File: src/rtl/uart_mult_byte_tx.sv
// Serialises a fixed 8-byte frame (0x55, A, B lo/hi, C lo/hi, CR, LF) as back-to-back
// 8N1 UART characters. The payload is captured when the frame is accepted.
module uart_mult_byte_tx #(
  parameter int CLK_FREQ = 50_000_000,
  parameter int UART_BPS = 115200
) (
  input  logic        sys_clk,
  input  logic        sys_rst_n,
  input  logic        send_en,
  input  logic [7:0]  dataA,
  input  logic [15:0] dataB,
  input  logic [15:0] dataC,
  output logic        uart_txd,
  output logic        tx_busy,
  output logic [2:0]  byte_idx,
  output logic        byte_done,
  output logic        pack_done
);

  localparam int          BPS_CNT  = CLK_FREQ / UART_BPS;
  localparam logic [15:0] BIT_LAST = 16'(BPS_CNT - 1);

  typedef enum logic [1:0] {IDLE, START, DATA, STOP} state_e;

  state_e      state_q, state_d;
  logic [15:0] clk_cnt_q, clk_cnt_d;
  logic [2:0]  bit_cnt_q, bit_cnt_d;
  logic [2:0]  byte_idx_q, byte_idx_d;
  logic [7:0]  data_a_q, data_a_d;
  logic [15:0] data_b_q, data_b_d;
  logic [15:0] data_c_q, data_c_d;
  logic        bit_end;
  logic        accept;
  logic [7:0]  cur_byte;

  assign bit_end = (clk_cnt_q == BIT_LAST);
  assign accept  = (state_q == IDLE) && send_en;

  // State register; sys_rst_n is an active-high synchronous reset.
  always_ff @(posedge sys_clk) begin
    if (sys_rst_n) state_q <= IDLE;
    else           state_q <= state_d;
  end

  always_comb begin
    state_d = state_q;
    unique case (state_q)
      IDLE:  if (send_en) state_d = START;
      START: if (bit_end) state_d = DATA;
      DATA:  if (bit_end && bit_cnt_q == 3'd7) state_d = STOP;
      STOP:  if (bit_end) state_d = (byte_idx_q == 3'd7) ? IDLE : START;
      default: state_d = IDLE;
    endcase
  end

  // Bit-period, bit and byte counters plus the captured payload
  always_comb begin
    clk_cnt_d  = (state_q == IDLE || bit_end) ? 16'd0 : clk_cnt_q + 16'd1;
    bit_cnt_d  = bit_cnt_q;
    byte_idx_d = byte_idx_q;
    data_a_d   = data_a_q;
    data_b_d   = data_b_q;
    data_c_d   = data_c_q;
    if (state_q != DATA)  bit_cnt_d = 3'd0;
    else if (bit_end)     bit_cnt_d = bit_cnt_q + 3'd1;
    if (state_q == IDLE)  byte_idx_d = 3'd0;
    else if (state_q == STOP && bit_end)
      byte_idx_d = (byte_idx_q == 3'd7) ? 3'd0 : byte_idx_q + 3'd1;
    if (accept) begin
      data_a_d = dataA;
      data_b_d = dataB;
      data_c_d = dataC;
    end
  end

  always_ff @(posedge sys_clk) begin
    if (sys_rst_n) begin
      clk_cnt_q  <= 16'd0;
      bit_cnt_q  <= 3'd0;
      byte_idx_q <= 3'd0;
      data_a_q   <= 8'd0;
      data_b_q   <= 16'd0;
      data_c_q   <= 16'd0;
    end else begin
      clk_cnt_q  <= clk_cnt_d;
      bit_cnt_q  <= bit_cnt_d;
      byte_idx_q <= byte_idx_d;
      data_a_q   <= data_a_d;
      data_b_q   <= data_b_d;
      data_c_q   <= data_c_d;
    end
  end

  always_comb begin
    unique case (byte_idx_q)
      3'd0:    cur_byte = 8'h55;
      3'd1:    cur_byte = data_a_q;
      3'd2:    cur_byte = data_b_q[7:0];
      3'd3:    cur_byte = data_b_q[15:8];
      3'd4:    cur_byte = data_c_q[7:0];
      3'd5:    cur_byte = data_c_q[15:8];
      3'd6:    cur_byte = 8'h0D;
      default: cur_byte = 8'h0A;
    endcase
  end

  // Outputs decode straight from registered state, so they follow reset on the same edge
  always_comb begin
    uart_txd  = 1'b1;
    tx_busy   = (state_q != IDLE);
    byte_idx  = byte_idx_q;
    byte_done = (state_q == STOP) && bit_end;
    pack_done = (state_q == STOP) && bit_end && (byte_idx_q == 3'd7);
    unique case (state_q)
      START:   uart_txd = 1'b0;
      DATA:    uart_txd = cur_byte[bit_cnt_q];
      default: uart_txd = 1'b1;
    endcase
  end

endmodule

File: config.mk
export PLATFORM = sky130hd
export DESIGN_NAME = uart_mult_byte_tx
export DESIGN_NICKNAME = d
export VERILOG_FILES = /design/src/rtl/uart_mult_byte_tx.sv
export SDC_FILE = /design/constraint.sdc
export NUM_CORES = 1
export LEC_CHECK = 0
export CAP_MARGIN = 20
export CORE_ASPECT_RATIO = 1.5
export CORE_MARGIN = 2
export CORE_UTILIZATION = 48
export CTS_CLUSTER_DIAMETER = 80
export DETAILED_ROUTE_END_ITERATION = 8
export PLACE_DENSITY = 0.76
export SLEW_MARGIN = 10
export SYNTH_ARGS = -nofsm -noshare
export SYNTH_HDL_FRONTEND = slang
export SYNTH_SLANG_ARGS = --single-unit
File: constraint.sdc
create_clock -name sys_clk -period 2.4 [get_ports sys_clk]
set_input_delay 0.72 -clock sys_clk [delete_from_list [all_inputs] [get_ports sys_clk]]
set_output_delay 0.72 -clock sys_clk [all_outputs]
set_load 0.1 [all_outputs]
Yosys cells after proc, flatten, opt, wreduce, memory -nomap -nowiden:

Cells that the tools add are included.

* flip-flop bits (word level): 64
* bits of input ports: 43
* output and inout port bits: 7
* word-level logic and storage cells: 51

* add/subtract/negate cells: 3
* $lt $le $gt $ge: 1
* equality and inequality tests: 17
* muxes and demuxes: 11
* reductions and logical operators: 12

Operator list (number)
* 8-bit one-hot mux with 7 select lines: 1
* 16-bit by 1-bit adder with 16-bit output (second input constant): 1
* 16-bit by 9-bit == test with 1-bit output (second input constant): 1
* 3-bit == test (second input constant): 5
* 2-bit != test (second input constant): 5
* 2-bit 2-to-1 mux: 4
* 2-bit one-hot mux with 4 select lines: 1
* 3-bit by 1-bit adder with 3-bit output (second input constant): 2
* 3-bit by 2-bit == test with 1-bit output (second input constant): 2
* 2-bit OR reduction: 3
* 2-bit == test (second input constant): 2
* 1-bit logical AND: 4
* 3-bit by 4-bit < comparator with 1-bit output (second input constant): 1
* 4-bit AND reduction: 1
* 1-bit binary-select mux with 3-bit select: 1
* 3-bit by 1-bit == test with 1-bit output (second input constant): 1
* 3-bit logical NOT: 1
* 3-bit 2-to-1 mux: 1
* 2-bit by 1-bit == test with 1-bit output (second input constant): 1
* 2-bit logical NOT: 1
* 1-bit 2-to-1 mux: 2
* 1-bit one-hot mux with 2 select lines: 1
* 2-bit nonzero test: 1
* 1-bit logical OR: 1

Logic depth before layout (Yosys ltp):

Gate-level depths: netlist of run 1.

* depth in word-level cells: 5
* depth in mapped cells: 9
* mapped depth without buffers: 7

Worst setup path before layout of run 1:

No wires, ideal clock.

* path type: register to output
* from: register byte_idx_q[2] (netlist: byte_idx[2])
* to: output port uart_txd
* arrival time: 3132 ps
* required time: 1680 ps
* setup slack: -1452 ps
* stages on the path, launching flop included: 8
* path buffers: 2
* path through: dfxtp_1 buf_2 inv_1 ha_1 clkbuf_1 or4_1 a311oi_1 a211o_1

* cells in the longest elaborated chain, start to end: 5
* elaborated cells between the ends (all ways): 11
* classes of those cells: 6 x eq/ne; 4 x mux; 1 x reduce/logical

RTL lines
* from (decl): RTL line 28 `logic [2:0] byte_idx_q, byte_idx_d;`
* from (signal assigned): RTL line 87 `byte_idx_q <= byte_idx_d;`
* 3-bit == test, or another cell as far along: RTL line 95 `unique case (byte_idx_q)`
* 8-bit one-hot mux with 7 select lines (*): RTL line 95
* 1-bit binary-select mux with 3-bit select (*): RTL line 116 `DATA: uart_txd = cur_byte[bit_cnt_q];`
* 1-bit 2-to-1 mux (not written as such) (*): RTL line 116
* 1-bit one-hot mux with 2 select lines (*): RTL line 114 `unique case (state_q)`
* to (decl): RTL line 13 `output logic uart_txd,`

Every way passes the cells marked *; elsewhere a longest branch is shown, timed or not. The select of a mux whose other input is x is not followed.

Final worst setup path of run 1:

* from: register byte_idx_q[1] (netlist: byte_idx[1])
* to: output port uart_txd

Same word-level chain as after synthesis.

==> summary.txt, run 1 <==
Worst rel slew slack - 0.6530
Max cap viols - 0
CORE AREA - 0.006131 mm^2
Vert. Die Dim - 101.2 um
RSZ-0062 raised after global routing - true
Fill count - 496
Total grt overflow - 0
Placed cell area - 0.003794 mm^2
Final Setup Violations - 1
Routed vias/inst - 5.348
Core Rows - 35
Pin count of the biggest net entering global routing - 47
Top-area cell type share of the netlist area - 0.4242
Port bufs - 49
Post-DP HPWL - 5290 um
Setup crit end kind - primary output
Cell taking the most area after synthesis - dfxtp_1
Post-synthesis sequential area ratio - 0.4242
Mean Syn Cell Area - 8.185 um^2
Worst path cell trace - inv_4 > ha_4 > buf_6 > or4_4 > and3_4 > a211o_4 > buf_12
Via count of the first global-routing pass - 2628
Final hold vios - 0
First-pass GRT wire length - 11960 um
Drt total wl - 7522 um
Die ar. - 0.006956 mm^2
Antenna Cells - 0
CTS tree - yes
Nets - 490
CTS sink count - 64
H-tree Lvls - 3
#FFs+latches synth - 64
Top achievable clock speed - 0.3323 GHz
Required time of the critical path - 1.68 ns
Synth area leaders - dfxtp_1 (42%), nand2_1 (12%), a21oi_1 (8.0%), ha_1 (5.8%), xor2_1 (3.5%)
Post-Syn Area - 0.003020 mm^2
Crit Path Class - reg2out
Slowest cell on crit path - or4_4
Setup WS pre-CTS - -0.3678 ns
Initial Util - 0.4927
Setup WS post-layout - -0.6093 ns
Worst-skew pair later-pin latency - 0.34 ns
Worst EP arrival - 2.29 ns
Max VDD drop - 0.5732 mV
Clk root buf - clkbuf_8
Num CTS Buffers - 9
Slew @ Worst Pin - 0.5192 ns
M1 GR Usage - 0.2601
DR WL/cell - 14.69 um
CTS clk-pin slew, worst paths - 0.08 ns
Synth cell types - 45
Gr busiest metal - met2
EDFF count, synth - 0
Clock tree buffer depth - 2
# IOs - 50
Post-synth ARST share - 0
Die X - 68.77 um
Primary FF master, synth - dfxtp_1
Drt pass-1 iters - 4
HP Class - reg2reg
# DRC - 0
Failing checks - negative setup slack
Initial antenna violation count - 0
LEAKAGE - 1.586 nW
Number of DRC markers in iteration 0 - 196
Slowest stage delay, CP - 0.54 ns
Syn Inst Count - 369
Status - finished, violations left
GRT Total Usage - 0.2305
Skew final - 0.01166 ns
Fin crit period - 3.009 ns
Synthesis Warnings - 0
PD cells - 795.3 mW/mm^2
Met2 GRT Util - 0.4120
Gp weighted congestion - 0.9084
Max Slew Vio Count - 0
Met3 Use GR - 0.05000
Final period utilization - 1.254
P&R area growth vs syn - 40.51%
Remaining antenna violation count - 0
Vias - 2738
Design area - 0.004244 mm^2
Largest driver fanout on the critical path - 6
Syn Nets - 426
CP startpoint kind - flip-flop
Layout cells sized above 1 - 0.2215
[power by group]
part	switching, mW	leakage [nW]	internal [mW]	total [mW]
clock	0.420	0.103	0.512	0.932
combinational	0.649	0.956	0.472	1.12
sequential	0.115	0.526	1.21	1.32
[flip-flops by register name, summed over array words and instances, names as in the netlist]
name,count
bit_cnt_q,3
byte_idx,3
clk_cnt_q,16
data_a_q,8
data_b_q,16
data_c_q,16
state_q,2
[layout make-up]
type / instances / area (um^2) / share of cell area
tap: 74 / 92.59 / 0.02182
multi-input combinational: 273 / 1809 / 0.4263
sequential: 64 / 1299 / 0.3060
clock buffer: 10 / 137.6 / 0.03243
inverter: 9 / 36.28 / 0.008550
clock inverter: 6 / 66.31 / 0.01563
timing repair buffer: 76 / 803.3 / 0.1893
[cells in the mapped netlist (3+ instances only)]
cell,count
nand3_1,11
clkbuf_1,16
a221oi_1,4
xnor2_1,3
and3_1,3
nand4_1,4
xor2_1,12
inv_1,9
nor2_1,27
ha_1,14
dfxtp_1,64
mux2i_1,4
buf_2,7
a21oi_1,48
nor3_1,4
nand2_1,97
a22oi_1,9
[timing repair]
action	CTS	global route
setup buffers	5	3
gates cloned	1	0
hold buffers	0	0
setup endpoints to repair	3	3
pin swaps	10	7
gates resized for setup	24	13
[metrics by stage]
stage / instances / hold WS (ns) / TNS (ns) / utilization / power, mW
floorplan: 369 / 0.4230 / -0.5715 / - / 2.037
global placement: 487 / 0.4456 / -0.3445 / 0.6188 / 2.390
detailed placement: 487 / 0.4496 / -0.3678 / 0.6188 / 2.420
CTS: 509 / 0.4602 / -0.6344 / 0.6765 / 3.385
global route: 512 / 0.4781 / -0.7564 / 0.6922 / 3.552
finish: 512 / 0.4593 / -0.6093 / 0.6922 / 3.375
[layout by cell type (no fill, tap or decap), types with 2 or more instances in the layout]
master | netlist | layout
and4bb_2 | 2 | 2
a22oi_1 | 9 | 6
nand4_1 | 4 | 4
ha_1 | 14 | 8
nor2b_1 | 2 | 2
buf_6 | 0 | 4
a22oi_2 | 0 | 3
a21oi_1 | 48 | 47
nor3_1 | 4 | 4
clkdlybuf4s50_1 | 0 | 42
nand2b_1 | 2 | 2
nor2_1 | 27 | 27
ha_4 | 0 | 4
inv_1 | 9 | 5
and3_1 | 3 | 2
inv_2 | 0 | 3
inv_4 | 0 | 2
nand3_1 | 11 | 11
dfxtp_4 | 0 | 4
a221oi_2 | 1 | 3
buf_4 | 0 | 21
buf_12 | 0 | 9
dfxtp_2 | 0 | 2
xnor2_1 | 3 | 3
clkbuf_8 | 0 | 10
ha_2 | 0 | 2
a2111oi_2 | 1 | 2
xor2_1 | 12 | 12
mux2i_1 | 4 | 4
nand2_1 | 97 | 97
dfxtp_1 | 64 | 58
[path summary, 6_finish.rpt]
kind	start	to	slack, ns	cells after the start
worst max-delay path	byte_idx[1]	uart_txd	-0.61	7
worst min-delay path	data_a_q[2]	data_a_q[2]	0.46	2
worst max register to register	clk_cnt_q[0]	clk_cnt_q[14]	0.55	8
worst min register to register	data_a_q[2]	data_a_q[2]	0.46	2
[cells by family after synthesis]
| kind of cell | share of synthesized area |
|---|---|
| AOI/OAI and AO/OA | 0.1723 |
| xor gates and xnor gates | 0.04350 |
| and+or+nand+nor | 0.2461 |
| DFF | 0.4242 |
| buffers and inverters | 0.04267 |
| muxes | 0.01326 |
| adders and majority gates | 0.05800 |
[layer usage]
layer	up-vias	wire [um]
met1	1295	2954
met3	7	249
met5	-	0
li1	1386	-
met2	50	4216
met4	0	102
[worst max-delay path, delay by kind of cell (launching register included)]
| family | cells | cell delay [ns] |
|---|---|---|
| buffers and inverters | 3 | 0.36 |
| AND/OR/NAND/NOR | 2 | 0.71 |
| flip-flops | 1 | 0.39 |
| adder cells (fa/ha/maj) | 1 | 0.17 |
| AO/OA/AOI/OAI | 1 | 0.33 |
Note: power is estimated with default switching activity, not from simulation.
==> run 2: changes to the inputs <==
Settings changed: CORE_UTILIZATION 48 to 40, PLACE_DENSITY 0.76 to 0.65, SETUP_SLACK_MARGIN from default to 0.5.
==> run 2 against run 1 <==
Effect of this change:
- the flow still finishes with violations (negative setup slack)
- clock power rose by 16%
- register-to-register slack barely moved
- total power grew 6.3%
- combinational power grew 5%
- largest cell class unchanged
- largest power group unchanged
==> summary.txt, run 2 (synthesized netlist as in run 1, its figures left out) <==
Status - finished, violations left
Failing checks - negative setup slack
Reg2reg start - clk_cnt_q[1]
Max Slew Vio Count - 0 (unchanged)
Post-DP HPWL - 5220 um (-1.3%)
Largest driver fanout on the critical path - 7 (+1)
Pin count of the biggest net entering global routing - 47 (unchanged)
Slowest cell on crit path - or4_4
Commonest non-fill, non-tap cell in the layout - nand2_1
Vias - 2734 (-0.15%)
Setup crit end - uart_txd
Sw Ratio - 0.3400 (-0.01102)
CP startpoint kind - flip-flop
Port bufs - 49 (unchanged)
GRT Total Usage - 0.1897 (-0.04082)
M1 GR Usage - 0.2260 (-0.03410)
Hold Buf Count CTS - 0 (unchanged)
CP bufs+invs - 3 (unchanged)
Via count of the first global-routing pass - 2665 (+1.4%)
Reg2Reg Depth - 9 (+1)
Gr busiest metal - met2
Remaining antenna violation count - 0 (unchanged)
CP startpoint - byte_idx[0]
Levels on crit path - 7 (unchanged)
HP Class - reg2reg
Clk root buf - clkbuf_8
Slowest stage delay, CP - 0.53 ns (about the same)
Worst path cell trace - inv_4 > ha_4 > buf_6 > or4_4 > and3_4 > a211o_4 > buf_12
# DRC - 0 (unchanged)
Total grt overflow - 0 (unchanged)
Max VDD drop - 0.5812 mV (+1.4%)
Placed cells - 518 (+6.4%)
Post-layout util - 0.6027 (-0.08956)
Fin crit period - 3.059 ns (+0.04969 ns)
First-pass GRT wire length - 12250 um (+2.4%)
LEAKAGE - 1.624 nW (+2.4%)
CORE AREA - 0.007274 mm^2 (+19%)
Internal - 2.367 mW (+8.1%)
Required time of the critical path - 1.68 ns (about the same)
Setup crit end kind - primary output
Nets - 493 (+0.61%)
Skew final - 0.007536 ns (-0.004128 ns)
H-tree Lvls - 3 (unchanged)
Slew @ Worst Pin - 0.4155 ns (-0.1037 ns)
Most frequent cells in the layout - nand2_1 (96), dfxtp_1 (52), a21oi_1 (47)
CTS clk-pin slew, worst paths - 0.07 ns (about the same)
Hold slack final - 0.4639 ns (+0.004629 ns)
P&R area growth vs syn - 45.15%
Setup TNS - -0.6589 ns (-0.04969 ns)
Initial Util - 0.4152 (-0.07745)
Critical path's top delay family - simple AND/OR/NAND/NOR gates
Top Registers - clk_cnt_q: 16 flops, data_b_q: 16 flops, data_c_q: 16 flops
Clock share of power - 0.302 (+0.026)
Die ar. - 0.008276 mm^2 (+19%)
Antenna Cells - 0 (unchanged)
Setup WS post-layout - -0.6589 ns (-0.04969 ns)
Worst flop-to-flop path endpoint - state_q[0]
Drt total wl - 7517 um (about the same)
CTS sink count - 64 (unchanged)
Finished Layout Cells - 541 (+5.7%)
Final period utilization - 1.275 (+0.02070)
Crit Path Class - reg2out
DR WL/cell - 13.89 um (-5.4%)
Reg power frac - 0.369 (-0.023)
Reg2reg setup slack - 0.54 ns (about the same)
Worst rel slew slack - 0.7209 (+0.06785)
RSZ-0062 raised after global routing - true
Gp weighted congestion - 0.8907 (-1.9%)
Routed vias/inst - 5.054 (-5.5%)
Worst EP arrival - 2.34 ns (+0.05 ns)
Die X - 74.95 um (+9.0%)
Power after layout - 3.587 mW (+6.3%)
Num CTS Buffers - 9 (unchanged)
Psw - 1.220 mW (+2.9%)
Layout cells sized above 1 - 0.2426 (+0.02117)
Vert. Die Dim - 110.4 um (+9.2%)
Worst-skew pair later-pin latency - 0.34 ns (about the same)
Clock tree buffer depth - 2 (unchanged)
Combinational share of power - 0.329 (-0.003)
Initial antenna violation count - 0 (unchanged)
Top achievable clock speed - 0.3269 GHz (-1.6%)
CTS tree - yes
Met3 Use GR - 0.03285 (-0.01715)
Core Rows - 38 (+8.6%)
Final Setup Violations - 1 (unchanged)
Met2 GRT Util - 0.3181 (-0.09385)
Final hold vios - 0 (unchanged)
PD cells - 818.1 mW/mm^2 (+2.9%)
Drt pass-1 iters - 4 (unchanged)
Number of DRC markers in iteration 0 - 111 (-43%)
Max cap viols - 0 (unchanged)
# IOs - 50 (unchanged)
[run 2: changes by cell type in the layout (fill, tap and decap cells not counted), moves of 2 or more]
| cell | before | now |
|---|---|---|
| ha_2 | 2 | 0 |
| inv_4 | 2 | 4 |
| inv_1 | 5 | 2 |
| ha_4 | 4 | 7 |
| clkbuf_16 | 0 | 2 |
| dfxtp_1 | 58 | 52 |
| dfxtp_2 | 2 | 7 |
[run 2: metal layers]
| metal | routed length (um) | share of wire |
|---|---|---|
| met1 | 3145 | 0.42 |
| met2 | 3891 | 0.52 |
| met3 | 231 | 0.031 |
| met4 | 248 | 0.033 |
| met5 | 0 | 0 |
[run 2: worst min path at each step]
| stage | start | to | slack [ns] | cells after the start |
|---|---|---|---|---|
| finish | data_c_q[9] | data_c_q[9] | 0.46 | 2 |
| global route | data_a_q[4] | data_a_q[4] | 0.49 | 2 |
| CTS | data_a_q[5] | data_a_q[5] | 0.46 | 2 |
| detailed placement | clk_cnt_q[0] | clk_cnt_q[0] | 0.44 | 1 |
| global placement | clk_cnt_q[0] | clk_cnt_q[0] | 0.44 | 1 |
| floorplan | clk_cnt_q[0] | clk_cnt_q[0] | 0.42 | 1 |
[run 2: cell type report]
cell class              count  area (um^2)
clock buffers              10        148.9
clock inverters             6        90.09
fillers                   638         2890
inverters                   9        47.55
multi-input cells         273         1809
flip-flops and latches     64         1309
well taps                 100        125.1
repair buffers             79        854.6
[run 2: power groups by stage]
stage	Sequential (mW)	Clock, mW	Combinational (mW)
floorplan	1.29	0	0.763
global placement	1.33	0	1.10
detailed placement	1.33	0	1.12
CTS	1.31	1.09	1.17
global route	1.34	1.15	1.29
finish	1.32	1.08	1.18
[run 2: what timing repair did]
| action | 4_1_cts | 5_1_grt |
|---|---|---|
| pin swaps | 11 | 11 |
| setup buffers | 4 | 2 |
| gates resized for setup | 25 | 24 |
| cloned | 0 | 1 |
| setup endpoints to repair | 4 | 7 |
[run 2: stage by stage]
stage	worst slack (ns)	cell area, um^2
5_1_grt	-0.7483	4384
3_5_place_dp	-0.4865	3867
3_3_place_gp	-0.3227	3867
6_report	-0.6589	4384
4_1_cts	-0.6285	4247
2_1_floorplan	-0.4959	3099
[run 2: worst reg2reg max path, delay by kind of cell, from the launching register on]
family,cells,cell delay (ns)
AO/OA/AOI/OAI,3,0.57
buffers and inverters,3,0.39
adder cells (fa/ha/maj),1,0.11
flip-flops,1,0.33
AND/OR/NAND/NOR,2,0.36
==> run 3: changes to the inputs <==
Settings changed: CORE_MARGIN 2 to 1.5.
==> run 3 against run 2 <==
Effect of this change:
- the flow still finishes with violations (negative setup slack)
- largest power group unchanged
- clock-buffer cell count up 1
- register-to-register slack better by 0.09 ns
- utilization is 0.052 points lower
- sequential share of layout area shrank 0.060 points
- design area about the same
- highest routed layer unchanged
- via count increased by 0.84%
- final cell count rose by 0.18%
==> summary.txt, run 3 (synthesized netlist as in run 1, its figures left out) <==
Setup WS post-layout - -0.6461 ns (+0.01288 ns)
Worst path cell trace - inv_4 > ha_4 > buf_6 > or4_4 > and3_4 > a211o_4 > buf_12
DR WL/cell - 13.51 um (-2.7%)
Worst EP arrival - 2.33 ns (about the same)
Die X - 73.95 um (-1.3%)
Initial Util - 0.4152 (unchanged)
Die ar. - 0.008092 mm^2 (-2.2%)
Worst-skew pair later-pin latency - 0.34 ns (about the same)
Hold slack final - 0.4624 ns (-0.001542 ns)
Num CTS Buffers - 9 (unchanged)
Most frequent cells in the layout - nand2_1 (97), dfxtp_1 (55), a21oi_1 (46)
Slew @ Worst Pin - 0.4111 ns (-0.004453 ns)
Max cap viols - 0 (unchanged)
CTS tree - yes
Pin count of the biggest net entering global routing - 47 (unchanged)
RSZ-0062 raised after global routing - true
Port bufs - 49 (unchanged)
Final Setup Violations - 1 (unchanged)
Reg2reg setup slack - 0.63 ns (+0.09 ns)
CTS clk-pin slew, worst paths - 0.07 ns (about the same)
Post-DP HPWL - 5230 um (+0.19%)
Setup WS pre-CTS - -0.4321 ns (+0.05446 ns)
Largest driver fanout on the critical path - 6 (-1)
GRT Total Usage - 0.1959 (+0.006161)
Vert. Die Dim - 109.4 um (-0.91%)
Final period utilization - 1.269 (-0.005367)
Drt total wl - 7325 um (-2.6%)
CORE AREA - 0.007274 mm^2 (unchanged)
Routed vias/inst - 5.087 (+0.66%)
Reg2Reg Depth - 9 (unchanged)
Hold Buf Count CTS - 0 (unchanged)
Total grt overflow - 0 (unchanged)
Initial antenna violation count - 0 (unchanged)
Reg2reg start - clk_cnt_q[0]
P&R area growth vs syn - 45.03% (about the same)
Post-layout util - 0.6022 (about the same)
Hold path start - data_c_q[12]
Number of DRC markers in iteration 0 - 108 (-2.7%)
First-pass GRT wire length - 12250 um (unchanged)
PD cells - 784.0 mW/mm^2 (-4.2%)
Top achievable clock speed - 0.3283 GHz (+0.42%)
Fill count - 638 (unchanged)
Worst Hold Path Cells - 2 (unchanged)
Required time of the critical path - 1.68 ns (about the same)
Max Slew Vio Count - 0 (unchanged)
Failing checks - negative setup slack
Vias - 2757 (+0.84%)
Top Registers - clk_cnt_q: 16 flops, data_b_q: 16 flops, data_c_q: 16 flops
Commonest non-fill, non-tap cell in the layout - nand2_1
Final hold vios - 0 (unchanged)
Nets - 494 (+0.20%)
Crit Path Class - reg2out
# DRC - 0 (unchanged)
Drt pass-1 iters - 4 (unchanged)
# IOs - 50 (unchanged)
Placed cells - 516 (-0.39%)
Setup crit end kind - primary output
Finished Layout Cells - 542 (+0.18%)
Clock tree buffer depth - 2 (unchanged)
LEAKAGE - 1.605 nW (-1.2%)
Status - finished, violations left
Max VDD drop - 0.5264 mV (-9.4%)
Antenna Cells - 0 (unchanged)
Worst rel slew slack - 0.7256 (+0.004725)
Layout cells sized above 1 - 0.2511 (+0.008501)
Via count of the first global-routing pass - 2652 (-0.49%)
Hold path endpoint - data_c_q[12]
Core Rows - 38 (unchanged)
Gp weighted congestion - 0.9213 (+3.4%)
Fin crit period - 3.046 ns (-0.01288 ns)
Setup TNS - -0.6461 ns (+0.01288 ns)
CP startpoint kind - flip-flop
Slowest stage delay, CP - 0.53 ns (about the same)
Skew final - 0.009696 ns (+0.002160 ns)
Slowest cell on crit path - or4_4
Worst flop-to-flop path endpoint - byte_idx[2]
Clk root buf - clkbuf_8
Remaining antenna violation count - 0 (unchanged)
H-tree Lvls - 3 (unchanged)
CTS sink count - 64 (unchanged)
HP Class - reg2reg
[run 3: area by class of cell]
| class | instances | area, um^2 | area share |
|---|---|---|---|
| clock buffers | 11 | 162.7 | 0.03713 |
| clock inverters | 5 | 35.03 | 0.007998 |
| inverters | 9 | 47.55 | 0.01085 |
| multi-input cells | 273 | 1853 | 0.4230 |
| flip-flops and latches | 64 | 1305 | 0.2979 |
| well taps | 100 | 125.1 | 0.02856 |
| repair buffers | 80 | 852.1 | 0.1945 |
[run 3: through the flow]
stage	total power, mW	instance area, um^2
floorplan	2.053	3099
global placement	2.419	3852
detailed placement	2.441	3852
CTS	3.423	4259
global route	3.628	4380
finish	3.434	4380
[run 3: worst max-delay path by stage]
stage	from	to	slack, ns	depth (start not counted)
4_1_cts	byte_idx[0]	uart_txd	-0.63	7
5_1_grt	byte_idx[1]	uart_txd	-0.70	9
3_3_place_gp	byte_idx[1]	uart_txd	-0.38	9
6_report	byte_idx[1]	uart_txd	-0.65	7
3_5_place_dp	byte_idx[1]	uart_txd	-0.43	9
2_1_floorplan	byte_idx[2]	uart_txd	-0.50	7
[run 3: repair_timing]
item | CTS | global route
pin swaps | 18 | 14
resized for setup | 33 | 23
gates cloned | 0 | 0
buffers inserted | 8 | 2
setup endpoints to repair | 4 | 9
[run 3: worst max-delay path, delay by kind of cell (launching register included)]
family / cells / cell delay (ns)
buffers and inverters: 3 / 0.35
adders and majority gates: 1 / 0.18
DFF: 1 / 0.40
and+or+nand+nor: 2 / 0.70
AOI/OAI and AO/OA: 1 / 0.35
[run 3: layer usage]
layer,routed length [um],up-vias,GRT usage
met4,119,0,0.06349
met1,3131,1288,0.2421
met2,3797,66,0.3265
met5,0,-,0
met3,276,9,0.05133
li1,-,1394,-
[run 3: power by group]
part	total [mW]	internal [mW]	switching [mW]
Sequential	1.33	1.21	0.118
Clock	0.902	0.468	0.434
Combinational	1.20	0.527	0.675
